$ cat src/rtl/reconfig_icap_feeder.sv
// -----------------------------------------------------------------------------
// reconfig_icap_feeder
//
// Packs a partial-bitstream byte stream into 16-bit words, high byte first,
// buffers them in a small FIFO and drives a Spartan-6 ICAP write port at up to
// one word per clock while honouring ICAP busy. Everything runs on the
// register clock.
//
// Byte handshake: a byte transfers on a rising edge where byte_valid_i and
// byte_ready_o are both high. byte_ready_o is combinational and does not
// depend on byte_valid_i. The producer may hold byte_valid_i high
// indefinitely, and byte_i must stay stable until the transfer edge.
//
// Ports:
//   clk              register clock, rising edge
//   reset_i          synchronous active-high reset
//   byte_i           bitstream byte
//   byte_valid_i     byte_i valid
//   byte_ready_o     block can accept a byte this cycle
//   flush_i          pulse: pad a pending odd byte with 8'h00 and push it
//   abort_i          pulse: discard all buffered data (same effect as reset)
//   icap_o           ICAP write data (each byte bit-reversed when BITSWAP=1)
//   icap_ce_n_o      ICAP chip enable, active low
//   icap_we_n_o      ICAP write enable, active low (always equals ce_n)
//   icap_busy_i      ICAP busy; the presented word is not consumed while high
//   words_written_o  words consumed by the ICAP, saturating at 16'hFFFF
//   fifo_level_o     FIFO occupancy in words
//   odd_pending_o    high byte held awaiting its pair
//   busy_o           any data in flight
//
// state_q is the packer state and can be observed hierarchically.
// -----------------------------------------------------------------------------
module reconfig_icap_feeder #(
    parameter int FIFO_AW = 4,
    parameter bit BITSWAP = 1'b1
) (
    input  logic               clk,
    input  logic               reset_i,
    input  logic [7:0]         byte_i,
    input  logic               byte_valid_i,
    output logic               byte_ready_o,
    input  logic               flush_i,
    input  logic               abort_i,
    output logic [15:0]        icap_o,
    output logic               icap_ce_n_o,
    output logic               icap_we_n_o,
    input  logic               icap_busy_i,
    output logic [15:0]        words_written_o,
    output logic [FIFO_AW:0]   fifo_level_o,
    output logic               odd_pending_o,
    output logic               busy_o
);

    localparam int DEPTH = 1 << FIFO_AW;

    typedef enum logic [1:0] {
        ST_IDLE  = 2'd0,   // no odd byte pending
        ST_HALF  = 2'd1,   // high byte held
        ST_FLUSH = 2'd2    // flush requested, pad word still to be pushed
    } pack_state_t;

    pack_state_t state_q, state_d;

    logic [7:0]          hi_q, hi_d;
    logic                odd_q, odd_d;
    logic                push_req;
    logic [15:0]         push_word;

    logic [15:0]         mem [DEPTH];
    logic [FIFO_AW-1:0]  wr_ptr_q, rd_ptr_q;
    logic [FIFO_AW:0]    level_q;
    logic                fifo_full, fifo_empty;
    logic                push_en, pop;

    logic [15:0]         out_data_q;
    logic                out_valid_q;
    logic                consume, load_slot;
    logic [15:0]         words_q;

    logic                flush_pend;
    logic                accept;
    logic                clear;

    // Level never exceeds DEPTH, so the MSB alone marks "full".
    assign fifo_full  = level_q[FIFO_AW];
    assign fifo_empty = (level_q == '0);
    assign flush_pend = (state_q == ST_FLUSH);
    assign clear      = reset_i || abort_i;

    assign byte_ready_o = !fifo_full && !flush_i && !flush_pend && !abort_i;
    assign accept       = byte_valid_i && byte_ready_o;

    // -------------------------------------------------------------------------
    // Packer / flush FSM
    // -------------------------------------------------------------------------
    always_comb begin
        state_d   = state_q;
        hi_d      = hi_q;
        odd_d     = odd_q;
        push_req  = 1'b0;
        push_word = {hi_q, byte_i};
        case (state_q)
            ST_IDLE: begin
                if (flush_i) begin
                    state_d = ST_FLUSH;
                end else if (accept) begin
                    hi_d    = byte_i;
                    odd_d   = 1'b1;
                    state_d = ST_HALF;
                end
            end
            ST_HALF: begin
                if (flush_i) begin
                    state_d = ST_FLUSH;
                end else if (accept) begin
                    push_req  = 1'b1;
                    push_word = {hi_q, byte_i};
                    odd_d     = 1'b0;
                    state_d   = ST_IDLE;
                end
            end
            ST_FLUSH: begin
                // With nothing pending the flush retires immediately; with an
                // odd byte it waits until the FIFO has room for the pad word.
                if (!odd_q) begin
                    state_d = ST_IDLE;
                end else if (!fifo_full) begin
                    push_req  = 1'b1;
                    push_word = {hi_q, 8'h00};
                    odd_d     = 1'b0;
                    state_d   = ST_IDLE;
                end
            end
            default: begin
                state_d = ST_IDLE;
            end
        endcase
    end

    always_ff @(posedge clk) begin
        if (clear) begin
            state_q <= ST_IDLE;
            hi_q    <= 8'h00;
            odd_q   <= 1'b0;
        end else begin
            state_q <= state_d;
            hi_q    <= hi_d;
            odd_q   <= odd_d;
        end
    end

    // -------------------------------------------------------------------------
    // Output word register and FIFO control
    // -------------------------------------------------------------------------
    assign consume   = out_valid_q && !icap_busy_i;
    // The register can take a new word when it is empty or being emptied now.
    assign load_slot = consume || !out_valid_q;
    assign pop       = load_slot && !fifo_empty;
    assign push_en   = push_req && (!fifo_full || pop);

    // Storage needs no reset: pointers and level define what is valid.
    always_ff @(posedge clk) begin
        if (push_en && !clear) begin
            mem[wr_ptr_q] <= push_word;
        end
    end

    always_ff @(posedge clk) begin
        if (clear) begin
            wr_ptr_q    <= '0;
            rd_ptr_q    <= '0;
            level_q     <= '0;
            out_data_q  <= 16'h0000;
            out_valid_q <= 1'b0;
            words_q     <= 16'h0000;
        end else begin
            if (push_en) begin
                wr_ptr_q <= wr_ptr_q + 1'b1;
            end
            if (pop) begin
                rd_ptr_q <= rd_ptr_q + 1'b1;
            end
            case ({push_en, pop})
                2'b10:   level_q <= level_q + 1'b1;
                2'b01:   level_q <= level_q - 1'b1;
                default: level_q <= level_q;
            endcase

            if (pop) begin
                out_data_q  <= mem[rd_ptr_q];
                out_valid_q <= 1'b1;
            end else if (load_slot) begin
                out_valid_q <= 1'b0;
            end

            if (consume && (words_q != 16'hFFFF)) begin
                words_q <= words_q + 16'd1;
            end
        end
    end

    // -------------------------------------------------------------------------
    // Output mapping. The FIFO holds natural byte order; the ICAP_SPARTAN6
    // bit ordering is applied only at the pins.
    // -------------------------------------------------------------------------
    always_comb begin
        icap_o = out_data_q;
        if (BITSWAP) begin
            for (int i = 0; i < 8; i++) begin
                icap_o[i]     = out_data_q[7 - i];
                icap_o[8 + i] = out_data_q[15 - i];
            end
        end
    end

    assign icap_ce_n_o     = !out_valid_q;
    assign icap_we_n_o     = !out_valid_q;
    assign words_written_o = words_q;
    assign fifo_level_o    = level_q;
    assign odd_pending_o   = odd_q;
    assign busy_o          = out_valid_q || !fifo_empty || odd_q || flush_pend;

endmodule

$ cat config.mk
export PLATFORM = sky130hd
export DESIGN_NAME = reconfig_icap_feeder
export DESIGN_NICKNAME = d
export VERILOG_FILES = /design/src/rtl/reconfig_icap_feeder.sv
export SDC_FILE = /design/constraint.sdc
export NUM_CORES = 1
export LEC_CHECK = 0
export ABC_AREA = 1
export BUFFER_PORTS_ARGS = -buffer_cell sky130_fd_sc_hd__buf_2
export CAP_MARGIN = 20
export CORE_MARGIN = 4
export CORE_UTILIZATION = 60
export CTS_BUF_LIST = sky130_fd_sc_hd__clkbuf_4 sky130_fd_sc_hd__clkbuf_8
export CTS_CLUSTER_DIAMETER = 60
export CTS_CLUSTER_SIZE = 25
export DETAILED_ROUTE_END_ITERATION = 8
export GPL_ROUTABILITY_DRIVEN = 0
export GPL_TIMING_DRIVEN = 0
export PLACE_DENSITY = 0.75
export SYNTH_ARGS = -nofsm -noshare
export SYNTH_HDL_FRONTEND = slang
export SYNTH_SLANG_ARGS = --single-unit
$ cat constraint.sdc
create_clock -name clk -period 3.3 [get_ports clk]
set_clock_uncertainty 0.15 [all_clocks]
set_input_delay 0.165 -clock clk [delete_from_list [all_inputs] [get_ports clk]]
set_output_delay 0.165 -clock clk [all_outputs]
set_load 0.05 [all_outputs]
======== Yosys cells after proc, flatten, opt, wreduce, memory -nomap -nowiden ========
Memories as Yosys holds them, arrays and structs flattened. A register that Yosys moved wholly into a read port is not among the register bits.
Cells that the tools add are included.
cells by class
  $add $sub $neg .......................... 5
  equality and inequality tests ........... 12
  multiplexer cells ....................... 27
  bitwise operators ....................... 1
  reduce and logical (&&, ||, !) cells .... 31
operators with widths
  operator                                                             count
  8-bit two-way mux                                                    3
  16-bit by 1-bit adder with 16-bit output (second input constant)     1
  16-bit != test (second input constant)                               1
  1-bit two-way mux                                                    14
  2-bit two-way mux                                                    6
  5-bit case mux with 2 select lines                                   1
  1-bit logical AND                                                    9
  3-bit != test (second input constant)                                3
  4-bit by 1-bit adder with 4-bit output (second input constant)       2
  1-bit logical NOT                                                    8
  2-bit != test (second input constant)                                4
  1-bit logical OR                                                     6
  2-bit case mux with 3 select lines                                   1
  3-bit AND reduction                                                  2
  5-bit by 1-bit adder with 5-bit output (second input constant)       1
  5-bit logical NOT                                                    1
  5-bit AND reduction                                                  1
  5-bit by 1-bit subtractor with 5-bit output (second input constant)  1
  2-bit by 1-bit == test with 1-bit output (second input constant)     2
  2-bit == test (second input constant)                                2
  2-bit nonzero test                                                   2
  1-bit case mux with 3 select lines                                   1
  3-bit nonzero test                                                   1
  2-bit logical NOT                                                    1
  other kinds (2)                                                      2
storage, ports and cells
  flip-flop bits (word level) ............. 41
  RAM bits ................................ 256
  bits of input ports ..................... 14
  memories ................................ 1
memories
  name  depth  bits a word  read ports  clocked after memory_dff  wr ports  line  text
  mem   16     16           1           1                         1         69    logic [15:0] mem [DEPTH];

======== Depth between registers and ports, before layout ========
Gate-level depths: netlist (run 1).
  depth in word-level cells ............... 12
  depth in mapped cells ................... 17
  mapped depth without buffers ............ 17

======== Least setup slack after synthesis (run 1) ========
OpenSTA, ideal clock, no wires.
  path type ............................... register to register
  start point ............................. register level_q[4] (netlist: fifo_level_o[4])
  end point ............................... register level_q[4] (netlist: fifo_level_o[4])
  setup time .............................. 0.070 ns
  arrival time ............................ 2.529 ns
  required time ........................... 3.080 ns
  path slack .............................. 0.551 ns
  stages on the path, launching flop included .. 17
  clock period less this slack ............ 2.749 ns
  cell sequence ........................... dfxtp_1 > nor2_1 > nand4_1 > nand2_2 > inv_2 > buf_4 > buf_6 > ha_1 > inv_1 > fa_1 > inv_1 > nand2_1 > a21boi_0 > o21bai_1 > nand2_1 > nand2_1 > a21oi_1
RTL lines
  what                                                                       line  text
  start, declared                                                            71    logic [FIFO_AW:0] level_q;
  start signal, assigned                                                     184   2'b10: level_q <= level_q + 1'b1;
  start signal, assigned                                                     185   2'b01: level_q <= level_q - 1'b1;
  start signal, assigned                                                     186   default: level_q <= level_q;
  5-bit logical NOT (*)                                                      86    assign fifo_empty = (level_q == '0);
  1-bit logical NOT (*)                                                      158   assign pop = load_slot && !fifo_empty;
  1-bit logical AND (*)                                                      158
  net pop                                                                    73    logic push_en, pop;
  1-bit logical OR                                                           159   assign push_en = push_req && (!fifo_full || pop);
  1-bit logical AND                                                          159
  2-bit by 1-bit == test with 1-bit output or 2-bit == test (tied branches)  183   case ({push_en, pop})
  5-bit case mux with 2 select lines or 2-bit nonzero test (tied branches)   --
The timed path passes the listed nets; every way through them passes the cells marked *.
A chain may end at the register's enable or synchronous reset.

======== Final worst setup path (run 1) ========
  start point ............................. register state_q[0]
  end point ............................... memory mem[10][2] (enable)
between the ends
  longest elaborated chain between the ends .. 12
ends and longest elaborated chain
  what                                         line     text
  start, declared                              62       pack_state_t state_q, state_d;
  start signal, assigned                       146      state_q <= state_d;
  2-bit == test                                87, 102
  1-bit logical NOT                            90       assign byte_ready_o = !fifo_full && !flush_i && !flush_pend && !abort_i;
  1-bit logical AND (2 in series)              90
  1-bit logical AND                            91       assign accept = byte_valid_i && byte_ready_o;
  1-bit two-way mux                            115      end else if (accept) begin
  1-bit two-way mux                            113      if (flush_i) begin
  1-bit case mux with 2 select lines (*)       102      case (state_q)
  1-bit logical AND (*)                        159
  1-bit logical AND (*)                        163      if (push_en && !clear) begin
  1-bit two-way mux (*)                        163
  1-bit two-way mux (implied by the code) (*)  164      mem[wr_ptr_q] <= push_word;
  end, declared                                69
Every way passes the cells marked *; elsewhere a longest branch is shown, timed or not.

==> results.toml, run 1 <==
[pwr]
power.leakage_nw = 6.77
power_density_nw_per_um2 = 644
peakVddDrop_mv = 0.797

[synthesis]
synth_flop_cell = "edfxtp_1"
postSynthAreaPerCell_sq_um = 9.57
synth_cell_types = 38
synth_area_sq_um = 13900
synth_cells = 1455
synthArstFlopShare_pct = 0
synth_warnings = 0
synth_nets = 1483
yosysSeqAreaShare_pct = 63.4
yosys_register_bits = 313
synth_edf_count = 256

[placement]
dp_hpwl_um = 24000
portBuffers = 55

[drt]
routed_via_density = 5.47
drc = 0
vias = 10321
wl_per_cell_um = 18.5
drt-total-wl_um = 34800
ant_nets = 0
dr.pass1.iters = 5
first_iter_violations = 1006

[global_routing]
grt_max_degree = 26
track_usage_pct = 26.7
grt_pass1_vias = 9679
grt-ovfl-total = 0
grt_antenna_before_repair = 0
grt_pass1_wl_um = 53300

[clock_tree]
clk_pin_slew_ns = 0.14
htree_num_levels = 1
cts_tree = "done"
clk_latency_ns = 0.62
cts_buffers = 26
clock-sinks = 313
cts-root-buf = "clkbuf_8"
clockBufferDepth = 3

[worst_setup_path]
endpoint_kind = "flop"
cpMaxStageDelayCell = "nor2_1"
path_class = "reg2reg"
worstPathArrival_ns = 3.24
startpoint_type = "flop"
path_cells = "inv_1 -> ha_1 -> inv_1 -> nand4_2 -> o21ai_4 -> nand2_4 -> nor2_8 -> nand2_4 -> nor2_1 -> buf_6"
crit_path_max_fanout = 10
cpPeakStageDelay_ns = 0.72
cp_data_required_time_ns = 3.46

[cells_and_area]
fill_cells = 1666
drive_above_1_share_pct = 12.6
nets = 1609
utilization_pct = 69.1
final_common_cell = "nand2_1"
syn2layout_area_growth_pct = 12.7
most-common-layout-cells = "nand2_1 (481), edfxtp_1 (256), nand3_1 (201)"
n_antenna_cell = 0

[die]
ios = 56
fp-row-count = 55
fp.dieH_um = 160
core_area_sq_um = 22700
start_util_pct = 61.3
die_area_sq_um = 25700
die_w_um = 160

[timing]
period_share_pct = 93.2
finalSetupTns_ns = 0
grt_setup_unrepaired = "no"
hold_viol_final = 0
timing.fmax_mhz = 325
period_needed_ns = 3.07
slew_headroom_pct = 31.6
setup_viol = 0
worst_pin_slew_ns = 1.02
slew_viol_final = 0

[min_path]
hold_class = "in2reg"

[job]
drv_cap = 0

[outcome]
status = "complete, no violations"
-- metrics by stage --
step	hold slack, ns	instance area, sq um	instances	setup slack [ns]	power (mW)
after floorplan	0.163	13900	1455	0.551	6.55
after global placement	0.278	14600	1795	-0.0576	7.39
after detailed placement	0.287	14800	1814	0.292	7.46
after CTS	0.187	15700	1884	0.245	10.1
after global routing	0.208	15700	1886	0.00756	10.6
final	0.204	15700	1886	0.226	10.1
-- Yosys cell counts (all sizes together), types with 2 or more instances --
master / number / area share [%]
nand2: 492 / 14
edfxtp: 256 / 55
nand3: 202 / 7.3
inv: 194 / 5.2
nor2: 87 / 2.7
dfxtp: 57 / 8.2
buf: 51 / 2.0
a21oi: 38 / 1.5
o21ai: 22 / 0.95
clkbuf: 15 / 0.40
ha: 13 / 1.2
xor2: 8 / 0.50
nand4: 6 / 0.31
nor3: 4 / 0.18
xnor2: 2 / 0.13
-- power by group --
| group | internal, mW | switching, mW | total [mW] |
|---|---|---|---|
| logic | 0.887 | 2.18 | 3.07 |
| clock network | 0.969 | 1.69 | 2.65 |
| registers | 4.31 | 0.0703 | 4.38 |
-- metal layers --
layer	global-route usage, %	part of all wire, %
met3	2.72	8.0
met2	44.0	48
met1	37.4	41
met4	9.70	3.6
met5	0	0
-- worst paths after layout --
kind	from	endpoint	slack [ns]	cells past startpoint
min	byte_i[6]	hi_q[6]	0.20	4
max	state_q[0]	mem[10][2]	0.23	10
min reg2reg	state_q[1]	state_q[1]	0.34	2
max reg2reg	state_q[0]	mem[10][2]	0.23	10
-- registers in the layout (all words and copies together), names as in the netlist --
register	count
mem	256
out_data_q	16
words_written_o	16
hi_q	8
fifo_level_o	5
rd_ptr_q	4
wr_ptr_q	4
state_q	2
odd_pending_o	1
out_valid_q	1
-- kinds of logic (layout without fill, tap and decap cells) --
kind of cell / after synthesis / count (layout) / share of synthesized area, %
xor+xnor: 10 / 10 / 0.629
simple gates: 795 / 795 / 24.4
compound gates: 62 / 62 / 2.53
buf+inv: 261 / 407 / 7.68
flops: 313 / 313 / 63.4
fa+ha+maj: 14 / 14 / 1.31
-- repair_timing --
action,CTS,global route
endpoints found under the setup margin,0,0
hold endpoints to repair,87,0
setup buffers,0,0
gates resized for setup,0,0
hold buffers,22,0
-- critical path: cells and delay by family, from the launching register on --
family                     cells  cell delay (ns)
buffers and inverters          3             0.43
DFF                            1             0.38
and+or+nand+nor                5             1.31
adders and majority gates      1             0.26
AOI/OAI and AO/OA              1             0.26
-- area by class of cell --
class                   count  area, sq um  area share, %
plain buffers              66          337           2.15
flip-flops and latches    313         8830           56.3
clock inverters            21          317           2.02
clock buffers              27          365           2.33
multi-input cells         881         4040           25.8
inverters                 195          732           4.67
repair buffers             98          709           4.52
well taps                 285          357           2.27
No activity file was read; power rests on OpenSTA's default activity.
==> run 2, diff against run 1 <==
--- a/config.mk
+++ b/config.mk
@@ -8,7 +8,6 @@
 export ABC_AREA = 1
 export BUFFER_PORTS_ARGS = -buffer_cell sky130_fd_sc_hd__buf_2
 export CAP_MARGIN = 20
-export CORE_MARGIN = 4
 export CORE_UTILIZATION = 60
 export CTS_BUF_LIST = sky130_fd_sc_hd__clkbuf_4 sky130_fd_sc_hd__clkbuf_8
 export CTS_CLUSTER_DIAMETER = 60
==> constraint.sdc (replaced) <==
create_clock -name clk -period 3.3 [get_ports clk]
set_clock_uncertainty 0.15 [all_clocks]
set_input_delay 0 -clock clk [delete_from_list [all_inputs] [get_ports clk]]
set_output_delay 0 -clock clk [all_outputs]
set_load 0.05 [all_outputs]
==> run 2 against run 1 <==
  * Core utilization is 0.51 points lower
  * Sequential power hardly changed
  * Total power is 2.7% lower
==> results.toml, run 2 (synthesis gave the netlist of run 1 again) <==
[drt]
dr.pass1.iters = 5
wl_per_cell_um = 18.4
drt-total-wl_um = 34600
ant_nets = 0
first_iter_violations = 1097
drc = 0
routed_via_density = 5.48
vias = 10289

[timing]
grt_setup_unrepaired = "no"
period_share_pct = 94.4
slew_headroom_pct = 26.5
hold_viol_final = 0
finalSetupTns_ns = 0
period_needed_ns = 3.12
slew_viol_final = 0
setup_viol = 0
hold_ws_ns = 0.194
worst_pin_slew_ns = 1.10
timing.fmax_mhz = 321

[die]
die_w_um = 154
core_area_sq_um = 22700
die_area_sq_um = 23800
fp-row-count = 55
fp.dieH_um = 154
start_util_pct = 61.3
ios = 56

[global_routing]
track_usage_pct = 29.8
grt_pass1_vias = 9837
grt_max_degree = 27
grt_antenna_before_repair = 0
grt_pass1_wl_um = 53300
grt-ovfl-total = 0

[min_path]
hold_class = "in2reg"
hold_depth = 4

[outcome]
status = "complete, no violations"

[clock_tree]
clk_pin_slew_ns = 0.13
clk_latency_ns = 0.60
post_cts_buffers = 0
cts_buffers = 23
cts_tree = "done"
clockBufferDepth = 3
htree_num_levels = 1
cts-root-buf = "clkbuf_8"
clock-sinks = 313

[cells_and_area]
most-common-layout-cells = "nand2_1 (481), edfxtp_1 (256), nand3_1 (201)"
multi_input_area_sq_um = 4040
n_antenna_cell = 0
drive_above_1_share_pct = 12.0
largest_reg_flops = 256
syn2layout_area_growth_pct = 11.8
utilization_pct = 68.6
fill_cells = 1713
final_common_cell = "nand2_1"
nets = 1605
seqCellArea_sq_um = 8830
top_register = "mem"

[placement]
dp_hpwl_um = 23400
portBuffers = 55

[worst_setup_path]
reg2regPathDepth = 10
worstPathArrival_ns = 3.29
path_class = "reg2reg"
cp_data_required_time_ns = 3.47
startpoint_type = "flop"
endpoint_kind = "flop"
crit_path_max_fanout = 10

[pwr]
power_density_nw_per_um2 = 632
power.leakage_nw = 6.71
peakVddDrop_mv = 0.634

[job]
drv_cap = 0
-- run 2: metal layers --
| metal | vias up | GRT usage (%) | part of all wire, % |
|---|---|---|---|
| met4 | 0 | 14.0 | 4.3 |
| met2 | 479 | 48.5 | 47 |
| met5 | - | 0 | 0 |
| li1 | 4945 | - | - |
| met1 | 4781 | 40.9 | 41 |
| met3 | 84 | 2.80 | 7.7 |
-- run 2: layout make-up --
cell class              count  area share, %
repair buffers             97           4.47
well taps                 285           2.29
inverters                 195           4.70
multi-input cells         881           26.0
flip-flops and latches    313           56.7
plain buffers              66           2.16
clock buffers              24           2.08
clock inverters            18           1.61
-- run 2: per-stage QoR --
step | std cells | setup slack [ns] | instance area [sq um] | power [mW]
global route | 1879 | 0.0270 | 15600 | 10.3
CTS | 1878 | 0.241 | 15600 | 9.81
finish | 1879 | 0.185 | 15600 | 9.83
global placement | 1795 | -0.0104 | 14600 | 7.39
floorplan | 1455 | 0.551 | 13900 | 6.55
detailed placement | 1810 | 0.257 | 14700 | 7.46
-- run 2: path summary, 6_finish.rpt --
| kind | from | endpoint | slack, ns |
|---|---|---|---|
| hold / removal | byte_i[0] | mem[4][0] | 0.19 |
| setup / recovery | state_q[0] | mem[11][5] | 0.18 |
| setup reg to reg | state_q[0] | mem[11][5] | 0.18 |
| hold reg to reg | wr_ptr_q[3] | wr_ptr_q[3] | 0.36 |
-- run 2: what timing repair did --
action | 4_1_cts | 5_1_grt
resized for setup | 0 | 0
hold buffers | 26 | 0
hold endpoints to repair | 167 | 0
-- run 2: worst max-delay path, cell delays in order, from the launching register on --
cell and delay [ns]:
dfxtp_1 0.39, inv_1 0.08, ha_1 0.27, inv_1 0.11, nand4_2 0.18, o21ai_4 0.26, nand2_4 0.14, nor2_8 0.18
nand2_4 0.10, nor2_1 0.67, buf_4 0.30
-- run 2: where the power goes --
| part | total, mW | internal [mW] | switching [mW] |
|---|---|---|---|
| registers | 4.38 | 4.31 | 0.0666 |
| logic | 3.08 | 0.889 | 2.19 |
| clock network | 2.38 | 0.887 | 1.49 |
| total | 9.83 | 6.08 | 3.75 |
==> run 3, diff against run 2 <==
--- a/config.mk
+++ b/config.mk
@@ -8,14 +8,14 @@
 export ABC_AREA = 1
 export BUFFER_PORTS_ARGS = -buffer_cell sky130_fd_sc_hd__buf_2
 export CAP_MARGIN = 20
-export CORE_UTILIZATION = 60
+export CORE_UTILIZATION = 64
 export CTS_BUF_LIST = sky130_fd_sc_hd__clkbuf_4 sky130_fd_sc_hd__clkbuf_8
 export CTS_CLUSTER_DIAMETER = 60
 export CTS_CLUSTER_SIZE = 25
 export DETAILED_ROUTE_END_ITERATION = 8
 export GPL_ROUTABILITY_DRIVEN = 0
 export GPL_TIMING_DRIVEN = 0
-export PLACE_DENSITY = 0.75
+export PLACE_DENSITY = 0.79
 export SYNTH_ARGS = -nofsm -noshare
 export SYNTH_HDL_FRONTEND = slang
 export SYNTH_SLANG_ARGS = --single-unit
==> run 3 against run 2 <==
  * Core utilization is 4.8 points higher
  * Cell count shrank 0.69%
  * Count of clock-buffer cells in the layout shrank 1
  * Largest power group unchanged
  * Highest routed layer unchanged
==> results.toml, run 3 (synthesis gave the netlist of run 1 again) <==
[outcome]
status = "complete, no violations"

[placement]
dp_hpwl_um = 24200
portBuffers = 55

[cells_and_area]
top_register = "mem"
n_antenna_cell = 0
utilization_pct = 73.3
syn2layout_area_growth_pct = 11.4
drive_above_1_share_pct = 12.0
largest_reg_flops = 256
most-common-layout-cells = "nand2_1 (481), edfxtp_1 (256), nand3_1 (201)"
nets = 1604
fill_cells = 1483
multi_input_area_sq_um = 4040
final_common_cell = "nand2_1"
seqCellArea_sq_um = 8830

[timing]
setup_viol = 0
period_share_pct = 93.0
grt_setup_unrepaired = "no"
hold_viol_final = 0
hold_ws_ns = 0.207
slew_headroom_pct = 17.8
worst_pin_slew_ns = 1.23
period_needed_ns = 3.07
finalSetupTns_ns = 0
timing.fmax_mhz = 326
slew_viol_final = 0

[clock_tree]
clockBufferDepth = 3
htree_num_levels = 1
clk_pin_slew_ns = 0.13
clock-sinks = 313
cts-root-buf = "clkbuf_8"
post_cts_buffers = 0
clk_latency_ns = 0.58
cts_buffers = 21
cts_tree = "done"

[worst_setup_path]
crit_path_max_fanout = 10
r2r_slack_ns = 0.23
r2r_start = "fifo_level_o[4]"
reg2reg_to = "fifo_level_o[4]"
endpoint_kind = "flop"
path_class = "reg2reg"
reg2regPathDepth = 16
worstPathArrival_ns = 3.44
cp_data_required_time_ns = 3.67
startpoint_type = "flop"

[die]
core_area_sq_um = 21200
start_util_pct = 65.8
die_area_sq_um = 22300
fp.dieH_um = 149
ios = 56
fp-row-count = 53
die_w_um = 149

[job]
drv_cap = 0

[global_routing]
grt_max_degree = 27
track_usage_pct = 32.0
grt_pass1_vias = 9877
grt_pass1_wl_um = 52700
grt-ovfl-total = 0
grt_antenna_before_repair = 0

[min_path]
hold_path_startpoint = "icap_busy_i"
hold_class = "in2reg"
hold-path-endpoint = "out_valid_q"
hold_depth = 4

[pwr]
power_density_nw_per_um2 = 626
peakVddDrop_mv = 0.685
power.leakage_nw = 6.68
total_power_mw = 9.71

[drt]
dr.pass1.iters = 6
drc = 0
wl_per_cell_um = 19.0
routed_via_density = 5.63
first_iter_violations = 994
drt-total-wl_um = 35400
vias = 10505
ant_nets = 0
==> run 3: stage by stage <==
stage / setup slack [ns] / instances / cell area (sq um)
after detailed placement: 0.232 / 1804 / 14800
after CTS: 0.204 / 1866 / 15500
after global routing: 0.0540 / 1866 / 15500
final: 0.232 / 1866 / 15500
after floorplan: 0.551 / 1455 / 13900
after global placement: -0.0213 / 1785 / 14500
==> run 3: routing by layer <==
| layer | GRT usage [%] | part of all wire [%] | up-vias |
|---|---|---|---|
| met5 | 0 | 0 | - |
| met4 | 17.1 | 5.4 | 0 |
| met3 | 5.58 | 11 | 113 |
| met2 | 51.9 | 47 | 606 |
| met1 | 41.4 | 37 | 4851 |
| li1 | - | - | 4935 |
==> run 3: where the power goes <==
part	switching (mW)	leakage, nW	internal, mW
clock	1.37	0.245	0.862
combinational	2.21	3.65	0.891
sequential	0.0689	2.78	4.31
==> run 3: layout make-up <==
class	instances	share of cell area, %
buffer	66	2.17
inverter	195	4.72
clock inverter	15	1.32
tap	275	2.22
clock buffer	23	1.96
multi-input combinational	881	26.1
sequential	313	56.9
timing repair buffer	98	4.61
==> run 3: worst max-delay path: stages (launching register included) <==
cell and delay [ns]:
dfxtp_1 0.53, nor2_1 0.10, nand4_1 0.16, nand2_2 0.16, inv_2 0.09, buf_4 0.19, buf_6 0.17, ha_1 0.31
inv_1 0.09, fa_1 0.42, inv_1 0.07, nand2_1 0.06, a21boi_0 0.20, o21bai_1 0.09, nand2_1 0.06, nand2_1 0.05
a21oi_1 0.10
==> run 3: how the worst max path moves through the flow <==
| stage | start | endpoint | slack, ns | cells after the start |
|---|---|---|---|---|
| floorplan | fifo_level_o[4] | fifo_level_o[4] | 0.55 | 16 |
| global placement | state_q[0] | mem[12][6] | -0.02 | 9 |
| detailed placement | state_q[0] | mem[11][4] | 0.23 | 10 |
| CTS | state_q[0] | mem[11][2] | 0.20 | 10 |
| global route | fifo_level_o[4] | fifo_level_o[4] | 0.05 | 16 |
| finish | fifo_level_o[4] | fifo_level_o[4] | 0.23 | 16 |
==> run 3: timing repair <==
item,in CTS,in global routing
gates resized for setup,0,1
setup endpoints to repair,0,2
hold buffers,24,0
endpoints found under the hold margin,164,0
